File: src/rtl/addsub_pipe_if.sv
// Operand/result handshake bundle for addsub_pipe.
// The master side supplies operands and consumes results; the slave side is the arithmetic unit.
interface addsub_pipe_if #(
    parameter int WIDTH = 16
) ();
    logic             in_valid;
    logic             in_ready;
    logic [WIDTH-1:0] a;
    logic [WIDTH-1:0] b;
    logic             op;
    logic             sat;
    logic             out_valid;
    logic             out_ready;
    logic [WIDTH-1:0] d;
    logic             cb;
    logic             ov;

    modport master (
        output in_valid, a, b, op, sat, out_ready,
        input  in_ready, out_valid, d, cb, ov
    );

    modport slave (
        input  in_valid, a, b, op, sat, out_ready,
        output in_ready, out_valid, d, cb, ov
    );
endinterface

File: src/rtl/addsub_pipe.sv
// Pipelined add/subtract: one CW-bit chunk per stage, LSB chunk first, carry registered between
// stages. Operands ride along in skew registers; the last stage registers the final result.
module addsub_pipe #(
    parameter int WIDTH  = 16,
    parameter int STAGES = 4
) (
    input  logic         clk,
    input  logic         rst_n,
    addsub_pipe_if.slave bus
);
    localparam int CW = WIDTH / STAGES;

    logic             w_en;
    logic             w_vld_in [STAGES];
    logic             w_op_in  [STAGES];
    logic             w_sat_in [STAGES];
    logic             w_c_in   [STAGES];
    logic [WIDTH-1:0] w_a_in   [STAGES];
    logic [WIDTH-1:0] w_b_in   [STAGES];
    logic [WIDTH-1:0] w_res_in [STAGES];

    logic             r_out_valid;
    logic [WIDTH-1:0] r_d;
    logic             r_cb;
    logic             r_ov;

    // A full output register refused by the consumer freezes every stage.
    assign w_en          = !(r_out_valid && !bus.out_ready);
    assign bus.in_ready  = w_en;
    assign bus.out_valid = r_out_valid;
    assign bus.d         = r_d;
    assign bus.cb        = r_cb;
    assign bus.ov        = r_ov;

    assign w_vld_in[0] = bus.in_valid;
    assign w_op_in[0]  = bus.op;
    assign w_sat_in[0] = bus.sat;
    assign w_c_in[0]   = ~bus.op;
    assign w_a_in[0]   = bus.a;
    assign w_b_in[0]   = bus.b;
    assign w_res_in[0] = {WIDTH{1'b0}};

    for (genvar k = 0; k < STAGES; k++) begin : g_stage
        logic [CW:0]      w_sum;
        logic [WIDTH-1:0] w_res;

        // Chunk k of the result (subtract uses a + ~b + carry), spliced into the partial result.
        always_comb begin
            w_sum = {1'b0, w_a_in[k][k*CW +: CW]}
                  + {1'b0, (w_op_in[k] ? w_b_in[k][k*CW +: CW] : ~w_b_in[k][k*CW +: CW])}
                  + {{CW{1'b0}}, w_c_in[k]};
            w_res = w_res_in[k];
            w_res[k*CW +: CW] = w_sum[CW-1:0];
        end

        if (k < STAGES - 1) begin : g_mid
            logic             r_vld;
            logic             r_op;
            logic             r_sat;
            logic             r_c;
            logic [WIDTH-1:0] r_a;
            logic [WIDTH-1:0] r_b;
            logic [WIDTH-1:0] r_res;

            // Intermediate stage register: carry, operands and partial result advance together.
            always_ff @(posedge clk or negedge rst_n) begin
                if (!rst_n) begin
                    r_vld <= 1'b0;
                    r_op  <= 1'b0;
                    r_sat <= 1'b0;
                    r_c   <= 1'b0;
                    r_a   <= {WIDTH{1'b0}};
                    r_b   <= {WIDTH{1'b0}};
                    r_res <= {WIDTH{1'b0}};
                end else if (w_en) begin
                    r_vld <= w_vld_in[k];
                    r_op  <= w_op_in[k];
                    r_sat <= w_sat_in[k];
                    r_c   <= w_sum[CW];
                    r_a   <= w_a_in[k];
                    r_b   <= w_b_in[k];
                    r_res <= w_res;
                end
            end

            assign w_vld_in[k+1] = r_vld;
            assign w_op_in[k+1]  = r_op;
            assign w_sat_in[k+1] = r_sat;
            assign w_c_in[k+1]   = r_c;
            assign w_a_in[k+1]   = r_a;
            assign w_b_in[k+1]   = r_b;
            assign w_res_in[k+1] = r_res;
        end else begin : g_last
            logic             w_cb;
            logic             w_ov;
            logic             w_a_msb;
            logic             w_b_msb;
            logic             w_r_msb;
            logic [WIDTH-1:0] w_d;

            // Carry/borrow out, signed overflow on the raw result, then optional saturation.
            always_comb begin
                w_a_msb = w_a_in[k][WIDTH-1];
                w_b_msb = w_b_in[k][WIDTH-1];
                w_r_msb = w_res[WIDTH-1];
                w_cb    = w_op_in[k] ? w_sum[CW] : ~w_sum[CW];
                if (w_op_in[k]) begin
                    w_ov = (w_a_msb == w_b_msb) && (w_r_msb != w_a_msb);
                end else begin
                    w_ov = (w_a_msb != w_b_msb) && (w_r_msb != w_a_msb);
                end
                if (w_sat_in[k] && w_cb) begin
                    w_d = w_op_in[k] ? {WIDTH{1'b1}} : {WIDTH{1'b0}};
                end else begin
                    w_d = w_res;
                end
            end

            // Output register; holds steady while the consumer stalls.
            always_ff @(posedge clk or negedge rst_n) begin
                if (!rst_n) begin
                    r_out_valid <= 1'b0;
                    r_d         <= {WIDTH{1'b0}};
                    r_cb        <= 1'b0;
                    r_ov        <= 1'b0;
                end else if (w_en) begin
                    r_out_valid <= w_vld_in[k];
                    r_d         <= w_d;
                    r_cb        <= w_cb;
                    r_ov        <= w_ov;
                end
            end
        end
    end
endmodule

File: src/flat_wrapper.sv
// flat-port wrapper written by rule: the top's interface ports become plain ports
module addsub_pipe_flat 
#(
    parameter int WIDTH  = 16,
    parameter int STAGES = 4
)
  (clk, rst_n, bus_in_valid, bus_a, bus_b, bus_op, bus_sat, bus_out_ready, bus_in_ready, bus_out_valid, bus_d, bus_cb, bus_ov);
  addsub_pipe_if #(.WIDTH(WIDTH)) bus_i ();
  input  logic clk;
  input  logic rst_n;
  input wire logic [$bits(bus_i.in_valid)-1:0] bus_in_valid;
  input wire logic [$bits(bus_i.a)-1:0] bus_a;
  input wire logic [$bits(bus_i.b)-1:0] bus_b;
  input wire logic [$bits(bus_i.op)-1:0] bus_op;
  input wire logic [$bits(bus_i.sat)-1:0] bus_sat;
  input wire logic [$bits(bus_i.out_ready)-1:0] bus_out_ready;
  output wire logic [$bits(bus_i.in_ready)-1:0] bus_in_ready;
  output wire logic [$bits(bus_i.out_valid)-1:0] bus_out_valid;
  output wire logic [$bits(bus_i.d)-1:0] bus_d;
  output wire logic [$bits(bus_i.cb)-1:0] bus_cb;
  output wire logic [$bits(bus_i.ov)-1:0] bus_ov;
  assign bus_i.in_valid = bus_in_valid;
  assign bus_i.a = bus_a;
  assign bus_i.b = bus_b;
  assign bus_i.op = bus_op;
  assign bus_i.sat = bus_sat;
  assign bus_i.out_ready = bus_out_ready;
  assign bus_in_ready = bus_i.in_ready;
  assign bus_out_valid = bus_i.out_valid;
  assign bus_d = bus_i.d;
  assign bus_cb = bus_i.cb;
  assign bus_ov = bus_i.ov;
  addsub_pipe #(.WIDTH(WIDTH), .STAGES(STAGES)) u_core (.clk(clk), .rst_n(rst_n), .bus(bus_i));
endmodule
File: config.mk
export PLATFORM = sky130hd
export DESIGN_NAME = addsub_pipe_flat
export DESIGN_NICKNAME = d
export VERILOG_FILES = /design/src/rtl/addsub_pipe_if.sv /design/src/rtl/addsub_pipe.sv /design/src/flat_wrapper.sv
export SDC_FILE = /design/constraint.sdc
export NUM_CORES = 1
export LEC_CHECK = 0
export ABC_AREA = 1
export ABC_CLOCK_PERIOD_IN_PS = 3900
export BUFFER_PORTS_ARGS = -buffer_cell sky130_fd_sc_hd__buf_4
export CORE_AREA = 2 2 123 77
export CTS_CLUSTER_DIAMETER = 40
export DETAILED_ROUTE_END_ITERATION = 12
export DIE_AREA = 0 0 125 79
export GPL_TIMING_DRIVEN = 0
export PLACE_DENSITY_LB_ADDON = 0.2
export SYNTH_ARGS = -nofsm -noshare
export SYNTH_HDL_FRONTEND = slang
export SYNTH_SLANG_ARGS = --single-unit
File: constraint.sdc
create_clock -name clk -period 3.9 [get_ports clk]
set_input_delay 0.39 -clock clk [delete_from_list [all_inputs] [get_ports clk]]
set_output_delay 0.39 -clock clk [all_outputs]
set_load 0.02 [all_outputs]
# Yosys cells after proc, flatten, opt, wreduce, memory -nomap -nowiden
# Index checks and enable logic that the tools add are counted.
[word_totals]
reg_bits = 151
out_inout_bits = 20
wordCells = 56
[classes]
n_addsub = 8
n_eq_ne = 3
muxes = 8
bitwise = 6
n_reduce_logical = 6
[ops]
columns = ["op", "count"]
rows = [
  ["$mux W16", 2],
  ["$add A4 B4 Y5", 4],
  ["$add A5 B1 Y5", 4],
  ["$mux W4", 4],
  ["$not A4 Y4", 4],
  ["$logic_and A1 B1 Y1", 4],
  ["$logic_not A1 Y1", 2],
  ["$mux W1", 2],
  ["$ne A1 B1 Y1", 2],
  ["$not A1 Y1", 2],
  ["$eq A1 B1 Y1", 1],
]

# Depth between registers and ports, before layout
# Gate-level depths: netlist (run 1).
[depth]
word_depth = 8
ltp_mapped = 12
depth_no_buf = 10

# Worst setup path after synthesis (run 1)
# OpenSTA, ideal clock, no wires.
[synth_timing]
kind = "register -> register"
startpoint = "register u_core.g_stage[2].g_mid.r_op"
endpoint = "register u_core.r_d[3] (netlist: u_core.bus.d[3])"
t_arrival_ns = 2.122
required_ns = 3.827
slack_ns = 1.705
path_stages_with_launch = 13
n_path_buf = 2
cell_sequence = "dfrtp_1 buf_4 xor2_1 fa_1 fa_1 inv_1 nand3_2 nand2_2 nand2_2 nand3_4 buf_12 nand2_1 a21oi_2"
[synth_via]
elab_chain_cells = 7
word_cells_on_any_way = 8
classes_between = "add/sub (2); mux (4); bitwise (1); reduce/logical (1)"
[synth_lines]
columns = ["element", "line", "rtl"]
rows = [
  ["start: declaration", "addsub_pipe.sv:58", "logic r_op;"],
  ["start signal: assignment", "addsub_pipe.sv:77", "r_op <= w_op_in[k];"],
  ["$mux W4", "addsub_pipe.sv:50", "+ {1'b0, (w_op_in[k] ? w_b_in[k][k*CW +: CW] : ~w_b_in[k][k*CW +: CW])}"],
  ["$add A4 B4 Y5", "addsub_pipe.sv:50", ""],
  ["$add A5 B1 Y5", "addsub_pipe.sv:51", "+ {{CW{1'b0}}, w_c_in[k]};"],
  ["$not A1 Y1", "addsub_pipe.sv:106", "w_cb = w_op_in[k] ? w_sum[CW] : ~w_sum[CW];"],
  ["$mux W1", "addsub_pipe.sv:106", ""],
  ["$logic_and A1 B1 Y1", "addsub_pipe.sv:112", "if (w_sat_in[k] && w_cb) begin"],
  ["$mux W16 *", "addsub_pipe.sv:112", ""],
  ["end signal: assignment", "addsub_pipe.sv:123", "r_d <= {WIDTH{1'b0}};"],
  ["end signal: assignment", "addsub_pipe.sv:128", "r_d <= w_d;"],
  ["end: declaration", "addsub_pipe.sv:23", "logic [WIDTH-1:0] r_d;"],
]
# Mark *: on every way between the ends. The rest lies on a longest branch, timed or not.
# A chain may end at the register's enable or synchronous reset.

# Final worst setup path (run 1)
[layout_timing]
startpoint = "register u_core.g_stage[2].g_mid.r_op"
endpoint = "register u_core.r_d[7] (netlist: u_core.bus.d[7])"
# The elaborated chain is that of the path after synthesis.

==> results of run 1 <==
worst paths after layout:
check / start / endpoint / cells past startpoint
worst max-delay path: u_core.g_stage[2].g_mid.r_op / u_core.bus.d[7] / 12
worst min-delay path: rst_n / u_core.g_stage[1].g_mid.r_b[13] / 1
worst max register to register: u_core.g_stage[2].g_mid.r_op / u_core.bus.d[7] / 12
worst min register to register: u_core.g_stage[1].g_mid.r_res[5] / u_core.g_stage[2].g_mid.r_res[5] / 2
max in group asynchronous: rst_n / u_core.bus.d[15] / 1
min in group clk: bus_a[7] / u_core.g_stage[0].g_mid.r_a[7] / 3
cell type report:
| cell class | instances | area [sq um] | area share, % |
|---|---|---|---|
| buffer | 26 | 142.6 | 2.555 |
| clock buffer | 12 | 256.5 | 4.594 |
| clock inverter | 3 | 42.54 | 0.7620 |
| inverter | 52 | 195.2 | 3.496 |
| multi-input combinational | 335 | 1799 | 32.23 |
| sequential | 103 | 2577 | 46.17 |
| tap | 116 | 145.1 | 2.600 |
| timing repair buffer | 56 | 424.2 | 7.597 |
per-layer routing:
metal | GRT usage (%) | up-vias | wire length [um]
li1 | - | 1735 | -
met3 | 4.919 | 13 | 582
met4 | 5.444 | 0 | 140
met1 | 33.91 | 1730 | 5018
met2 | 35.00 | 102 | 4522
met5 | 0 | - | 0
logic make-up after synthesis:
family | Yosys count | synth area share [%]
simple gates | 217 | 19.08
fa+ha+maj | 19 | 6.157
xor+xnor | 17 | 3.158
flops | 103 | 54.67
buf+inv | 78 | 7.166
compound gates | 82 | 9.767
per-stage QoR:
step	area (sq um)	utilization, %
after floorplan	4715	-
after global placement	5280	59.66
after detailed placement	5280	59.66
after CTS	5579	63.03
after global routing	5583	63.08
final	5583	63.08
registers in the layout, summed over array words and instances (netlist names):
signal	cells
u_core.bus.cb	1
u_core.bus.d	16
u_core.bus.out_valid	1
u_core.bus.ov	1
u_core.g_stage.g_mid.r_a	24
u_core.g_stage.g_mid.r_b	24
u_core.g_stage.g_mid.r_c	3
u_core.g_stage.g_mid.r_op	3
u_core.g_stage.g_mid.r_res	24
u_core.g_stage.g_mid.r_sat	3
u_core.g_stage.g_mid.r_vld	3
cell usage in the layout, fill, tap and decap left out:
cell,synthesis,routed
o21ai_1,8,8
nand3_1,8,8
nor2_1,24,24
ha_1,12,12
a31oi_1,1,1
bufinv_16,0,1
clkbuf_16,0,9
a21oi_1,10,10
nand2_1,167,167
inv_1,50,50
clkinv_2,0,1
dfrtp_1,103,103
nand3b_1,2,2
buf_12,1,1
buf_6,1,2
buf_4,2,57
nand4_1,1,1
or2_0,1,1
a22oi_1,2,2
clkbuf_8,0,2
inv_2,2,2
a21oi_2,11,11
clkbuf_1,11,12
xnor2_1,10,10
or2_2,1,1
nand3_4,1,1
fa_1,7,7
nand3_2,3,3
o21ai_0,49,49
nor2_4,1,1
buf_2,11,11
nand2_2,8,8
clkinvlp_4,0,1
o31ai_1,1,1
xor2_1,7,7
power by group through the flow:
stage	registers [mW]	clock network, mW	logic, mW
4_1_cts	1.82	0.909	2.37
2_1_floorplan	1.88	0	1.59
6_report	1.82	0.898	2.37
3_5_place_dp	1.83	0	2.35
3_3_place_gp	1.81	0	2.27
5_1_grt	1.87	0.951	2.70
critical path, stage by stage, from the launching register on:
cell     delay [ns]
dfrtp_1        0.36
buf_4          0.17
xor2_1         0.18
fa_1           0.40
fa_1           0.42
inv_1          0.09
nand3_2        0.09
nand2_2        0.11
nand2_2        0.08
nand3_4        0.11
buf_12         0.14
nand2_1        0.07
a21oi_2        0.11
==> run_results.csv, run 1 <==
group,metric,value,unit
grt,grt_max_degree,104,
critical_path,arrival,2.68,ns
finish,fillCellCount,772,
sta,tightest_slew,0.9168,ns
synthesis,synth_edf_count,0,
sta,finalCritPeriodShare,61.78,%
clock_tree,tritoncts,"built",
sta,fin_ws,1.491,ns
critical_path,critPathMaxFanout,10,
synthesis,synth_area_leader_cell,"dfrtp_1",
sta,final.min_clock_period,2.409,ns
routing,drcViolationCount,0,
critical_path,path_class,"flip-flop to flip-flop",
finish,syn_to_final_growth,18.42,%
grt,grtUsageTotal,22.89,%
run,cap_viol_max_count,0,
pwr,p_sw,2.070,mW
pwr,power_frac_seq,35.7,%
sta,rsz0062_at_grt,"no",
floorplan,die_y,79,um
floorplan,dieArea,9875,sq um
synthesis,synth.distinct_cells,30,
routing,ant_nets,0,
sta,setup_tns,0,ns
pwr,clkPwrFrac,17.7,%
sta,fmax,415.1,MHz
finish,drive_gt1_share,19.08,%
clock_tree,ctsResizeCount,0,
clock_tree,clock_path_buffers,2,
clock_tree,post_cts_buffers,0,
floorplan,num_rows,27,
pwr,p_comb_share,46.6,%
routing,vias,3580,
synthesis,synthTopCellsByCount,"nand2_1 (167), dfrtp_1 (103), inv_1 (50)",
pwr,ir_drop,349.7,uV
worst_hold_path,hold_path_class,"primary input to asynchronous set/reset pin",
sta,fin_hold_ws,0.1329,ns
sta,setup_violations,0,
routing,viasPerCell,5.092,
synthesis,yosysSeqAreaShare,54.67,%
synthesis,synthesis.area,4715,sq um
synthesis,netlist.area_leader.share,54.67,%
clock_tree,cts_max_level,3,
status,outcome,"finished, final reports clean",
pwr,p_leak,2.856,nW
critical_path,rrSetupSlack,1.49,ns
routing,drt_iter0_markers,235,
grt,grt_pass1_vias,3653,
floorplan,core,8851,sq um
pwr,p_per_area,910.9,nW/um^2
clock_tree,cts_root_buffer,"clkbuf_16",
routing,avgRoutedWirePerCell,14.60,um
clock_tree,cts.sinks,103,
clock_tree,holdBufCountCts,0,
synthesis,synthTopCellsByArea,"dfrtp_1 (55%), nand2_1 (13%), o21ai_0 (5.2%)",
finish,n_antenna_cell,0,
place,dp.cells,688,
sta,finalClockSkew,0.006706,ns
clock_tree,clk_pin_slew,0.06,ns
routing,wl,10.26,mm
grt,grt_overflow,0,
floorplan,io_pins,58,
critical_path,crit_path_start_kind,"flip-flop",
critical_path,worstPathRequired,4.17,ns
grt,grt_pass1_wl,17.77,mm
place,io_buffer_count,56,
synthesis,syn_inst,516,
finish,fin_cells,703,
synthesis,async_flop_share,100.0,%
sta,max_slew_margin,38.88,%
synthesis,ys.flop_type,"dfrtp_1",
pwr,total_power,5.086,mW
pwr,swShare,40.71,%
place,post-place-ws,1.523,ns
clock_tree,cts_made_buffers,9,
critical_path,end_kind,"flip-flop",
floorplan,die_w,125,um
pwr,intPower,3.015,mW
synthesis,postSynthNetCount,573,
grt,grt_antenna_before_repair,0,
routing,firstDrtPassIters,4,
sta,slew_viol_final,0,
synthesis,synth.most_common_cell,"nand2_1",
place,gp_congestion,0.8688,
place,dpl.hpwl,7.353,mm
synthesis,ys_ff_latch,103,
sta,hold_viol,0,
synthesis,ys_warn_count,0,
clock_tree,insertion_delay,0.34,ns
floorplan,start_util,53.27,%
synthesis,syn_area_per_cell,9.137,sq um
finish,fin_nets,640,
Note: power is estimated with default switching activity, not from simulation.
==> run 2: changes to the inputs <==
- ABC_CLOCK_PERIOD_IN_PS: 3900 -> 2100
- CORE_AREA: 2 2 123 77 -> 2 2 126 79
- DIE_AREA: 0 0 125 79 -> 0 0 128 81
- clock period: 3.9 -> 2.1 ns (I/O delays scaled with it)
==> run 2 against run 1 <==
Effect of this change:
- the run now ends with hold timing, setup timing left
- wire length fell by 1.0%
- global-route usage fell by 1.0 points
- clock-buffer cell count rose by 1
- sequential share of layout area fell by 1.1 points
- largest cell class unchanged
==> run_results.csv, run 2 (same netlist as run 1, synthesis figures left out) <==
group,metric,value,unit
status,outcome,"finished with violations",
status,violations,"hold timing, setup timing",
sta,fin_ws,-0.1011,ns
sta,hold_viol,25,
floorplan,num_rows,28,
critical_path,arrival,2.47,ns
pwr,intPower,5.824,mW
critical_path,path_class,"flip-flop to flip-flop",
floorplan,die_w,128,um
place,io_buffer_count,56,
finish,fillCellCount,816,
pwr,swShare,40.62,%
place,dpl.hpwl,7.169,mm
worst_hold_path,hold_path_class,"primary input to asynchronous set/reset pin",
floorplan,io_pins,58,
routing,ant_nets,0,
pwr,ir_drop,691.3,uV
sta,setup_violations,17,
clock_tree,cts_made_buffers,9,
finish,reg_top3,"u_core.g_stage.g_mid.r_a x24, u_core.g_stage.g_mid.r_b x24, u_core.g_stage.g_mid.r_res x24",
critical_path,crit_path_start_kind,"flip-flop",
pwr,clkPwrFrac,16.3,%
routing,avgRoutedWirePerCell,14.23,um
sta,tightest_slew,0.9307,ns
finish,fin_nets,647,
critical_path,critPathMaxFanout,5,
clock_tree,tritoncts,"built",
finish,n_antenna_cell,0,
sta,slew_viol_final,0,
pwr,p_per_area,1712,nW/um^2
critical_path,crit_chain,"buf_6 -> xor2_2 -> fa_2 -> fa_2 -> inv_2 -> nand3_2 -> nand2_2 -> nand2_2 -> nand3_4 -> buf_6 -> nand2_1 -> a21oi_2",
floorplan,core,9389,sq um
clock_tree,holdBufCountCts,0,
critical_path,crit_path_top_delay_cell,"dfrtp_1",
finish,final_cell_mix,"nand2_1 (163), dfrtp_1 (102), buf_4 (60), inv_1 (49), o21ai_0 (49)",
floorplan,start_util,50.21,%
pwr,p_sw,3.984,mW
place,gp_congestion,0.8603,
grt,grt_pass1_vias,3388,
sta,fin_hold_ws,-0.04757,ns
pwr,p_leak,2.903,nW
routing,drt_iter0_markers,210,
finish,drive_gt1_share,22.56,%
critical_path,end_kind,"flip-flop",
critical_path,worstPathRequired,2.37,ns
clock_tree,insertion_delay,0.34,ns
grt,grt_max_degree,104,
sta,fmax,454.3,MHz
critical_path,critPathMaxStageDelay,0.38,ns
run,cap_viol_max_count,0,
grt,grtUsageTotal,21.85,%
finish,fin_util,61.01,%
sta,final.min_clock_period,2.201,ns
sta,rsz0062_at_grt,"yes",
sta,finalClockSkew,0.007191,ns
pwr,p_comb_share,48.9,%
routing,drcViolationCount,0,
routing,viasPerCell,4.983,
sta,finalCritPeriodShare,104.8,%
clock_tree,cts_max_level,3,
floorplan,dieArea,10370,sq um
grt,grt_overflow,0,
sta,max_slew_margin,37.96,%
finish,final_common_cell,"nand2_1",
grt,grt_pass1_wl,17.15,mm
clock_tree,clk_pin_slew,0.07,ns
clock_tree,clock_path_buffers,2,
routing,wl,10.16,mm
floorplan,die_y,81,um
clock_tree,cts.sinks,103,
clock_tree,cts_root_buffer,"clkbuf_16",
grt,grt_antenna_before_repair,0,
pwr,power_frac_seq,34.9,%
finish,syn_to_final_growth,21.50,%
routing,firstDrtPassIters,4,
routing,vias,3558,
## run 2: cell types whose count changed in the layout (fill, tap and decap cells not counted), moves of 3 or more
cell / before / now
a21oi_2: 11 / 15
a21oi_1: 10 / 6
buf_4: 57 / 60
nand2_1: 167 / 163
buf_6: 2 / 5
## run 2: final cells by class
| type | instances | area, sq um | share of cell area (%) |
|---|---|---|---|
| flip-flops and latches | 103 | 2579 | 45.02 |
| multi-input cells | 335 | 1854 | 32.37 |
| repair buffers | 65 | 535.5 | 9.349 |
| clock buffers | 13 | 270.3 | 4.718 |
| inverters | 52 | 197.7 | 3.451 |
| well taps | 120 | 150.1 | 2.621 |
| plain buffers | 24 | 126.4 | 2.206 |
| clock inverters | 2 | 15.01 | 0.2621 |
## run 2: stage by stage
| step | setup slack [ns] | cell area, sq um | TNS (ns) | total power, mW | cells |
|---|---|---|---|---|---|
| 2_1_floorplan | 0.0009643 | 4720 | 0 | 6.467 | 516 |
| 3_3_place_gp | -0.1152 | 5290 | -1.082 | 7.610 | 692 |
| 3_5_place_dp | -0.1525 | 5290 | -1.612 | 7.783 | 692 |
| 4_1_cts | -0.1356 | 5717 | -1.501 | 9.836 | 715 |
| 5_1_grt | -0.2230 | 5728 | -3.212 | 10.68 | 714 |
| 6_report | -0.1011 | 5728 | -1.327 | 9.808 | 714 |
## run 2: power groups by stage
| stage | combinational [mW] | sequential [mW] | clock (mW) |
|---|---|---|---|
| finish | 4.79 | 3.42 | 1.60 |
| global route | 5.46 | 3.52 | 1.70 |
| CTS | 4.85 | 3.37 | 1.61 |
| detailed placement | 4.38 | 3.40 | 0 |
| global placement | 4.24 | 3.37 | 0 |
| floorplan | 2.97 | 3.50 | 0 |
## run 2: repair_timing
item	CTS	global route
setup endpoints to repair	16	21
pin swaps	1	1
buffers inserted	6	2
cloned	2	0
gates resized for setup	13	9
## run 2: critical path: cells and delay by family, from the launching register on
kind / cells / cell delay (ns)
AOI/OAI and AO/OA: 1 / 0.11
adders and majority gates: 2 / 0.72
buffers and inverters: 3 / 0.34
and+or+nand+nor: 5 / 0.43
xor gates and xnor gates: 1 / 0.17
DFF: 1 / 0.38
## run 2: worst paths after layout
check,cells after the start,slack (ns),endpoint,from
min reg2reg,2,0.48,u_core.g_stage[2].g_mid.r_sat,u_core.g_stage[1].g_mid.r_sat
min,1,-0.05,u_core.g_stage[1].g_mid.r_a[8],rst_n
min in group clk,3,0.06,u_core.g_stage[0].g_mid.r_a[7],bus_a[7]
max in group asynchronous,1,1.46,u_core.g_stage[1].g_mid.r_op,rst_n
max,12,-0.10,u_core.bus.d[4],u_core.g_stage[2].g_mid.r_op
max reg2reg,12,-0.10,u_core.bus.d[4],u_core.g_stage[2].g_mid.r_op
## run 2: routing by layer
layer,up-vias,global-route usage [%],part of all wire [%]
met5,-,0,0
met4,0,5.275,0.87
met3,9,5.204,4.3
met2,71,32.99,43
met1,1724,32.22,52
li1,1754,-,-
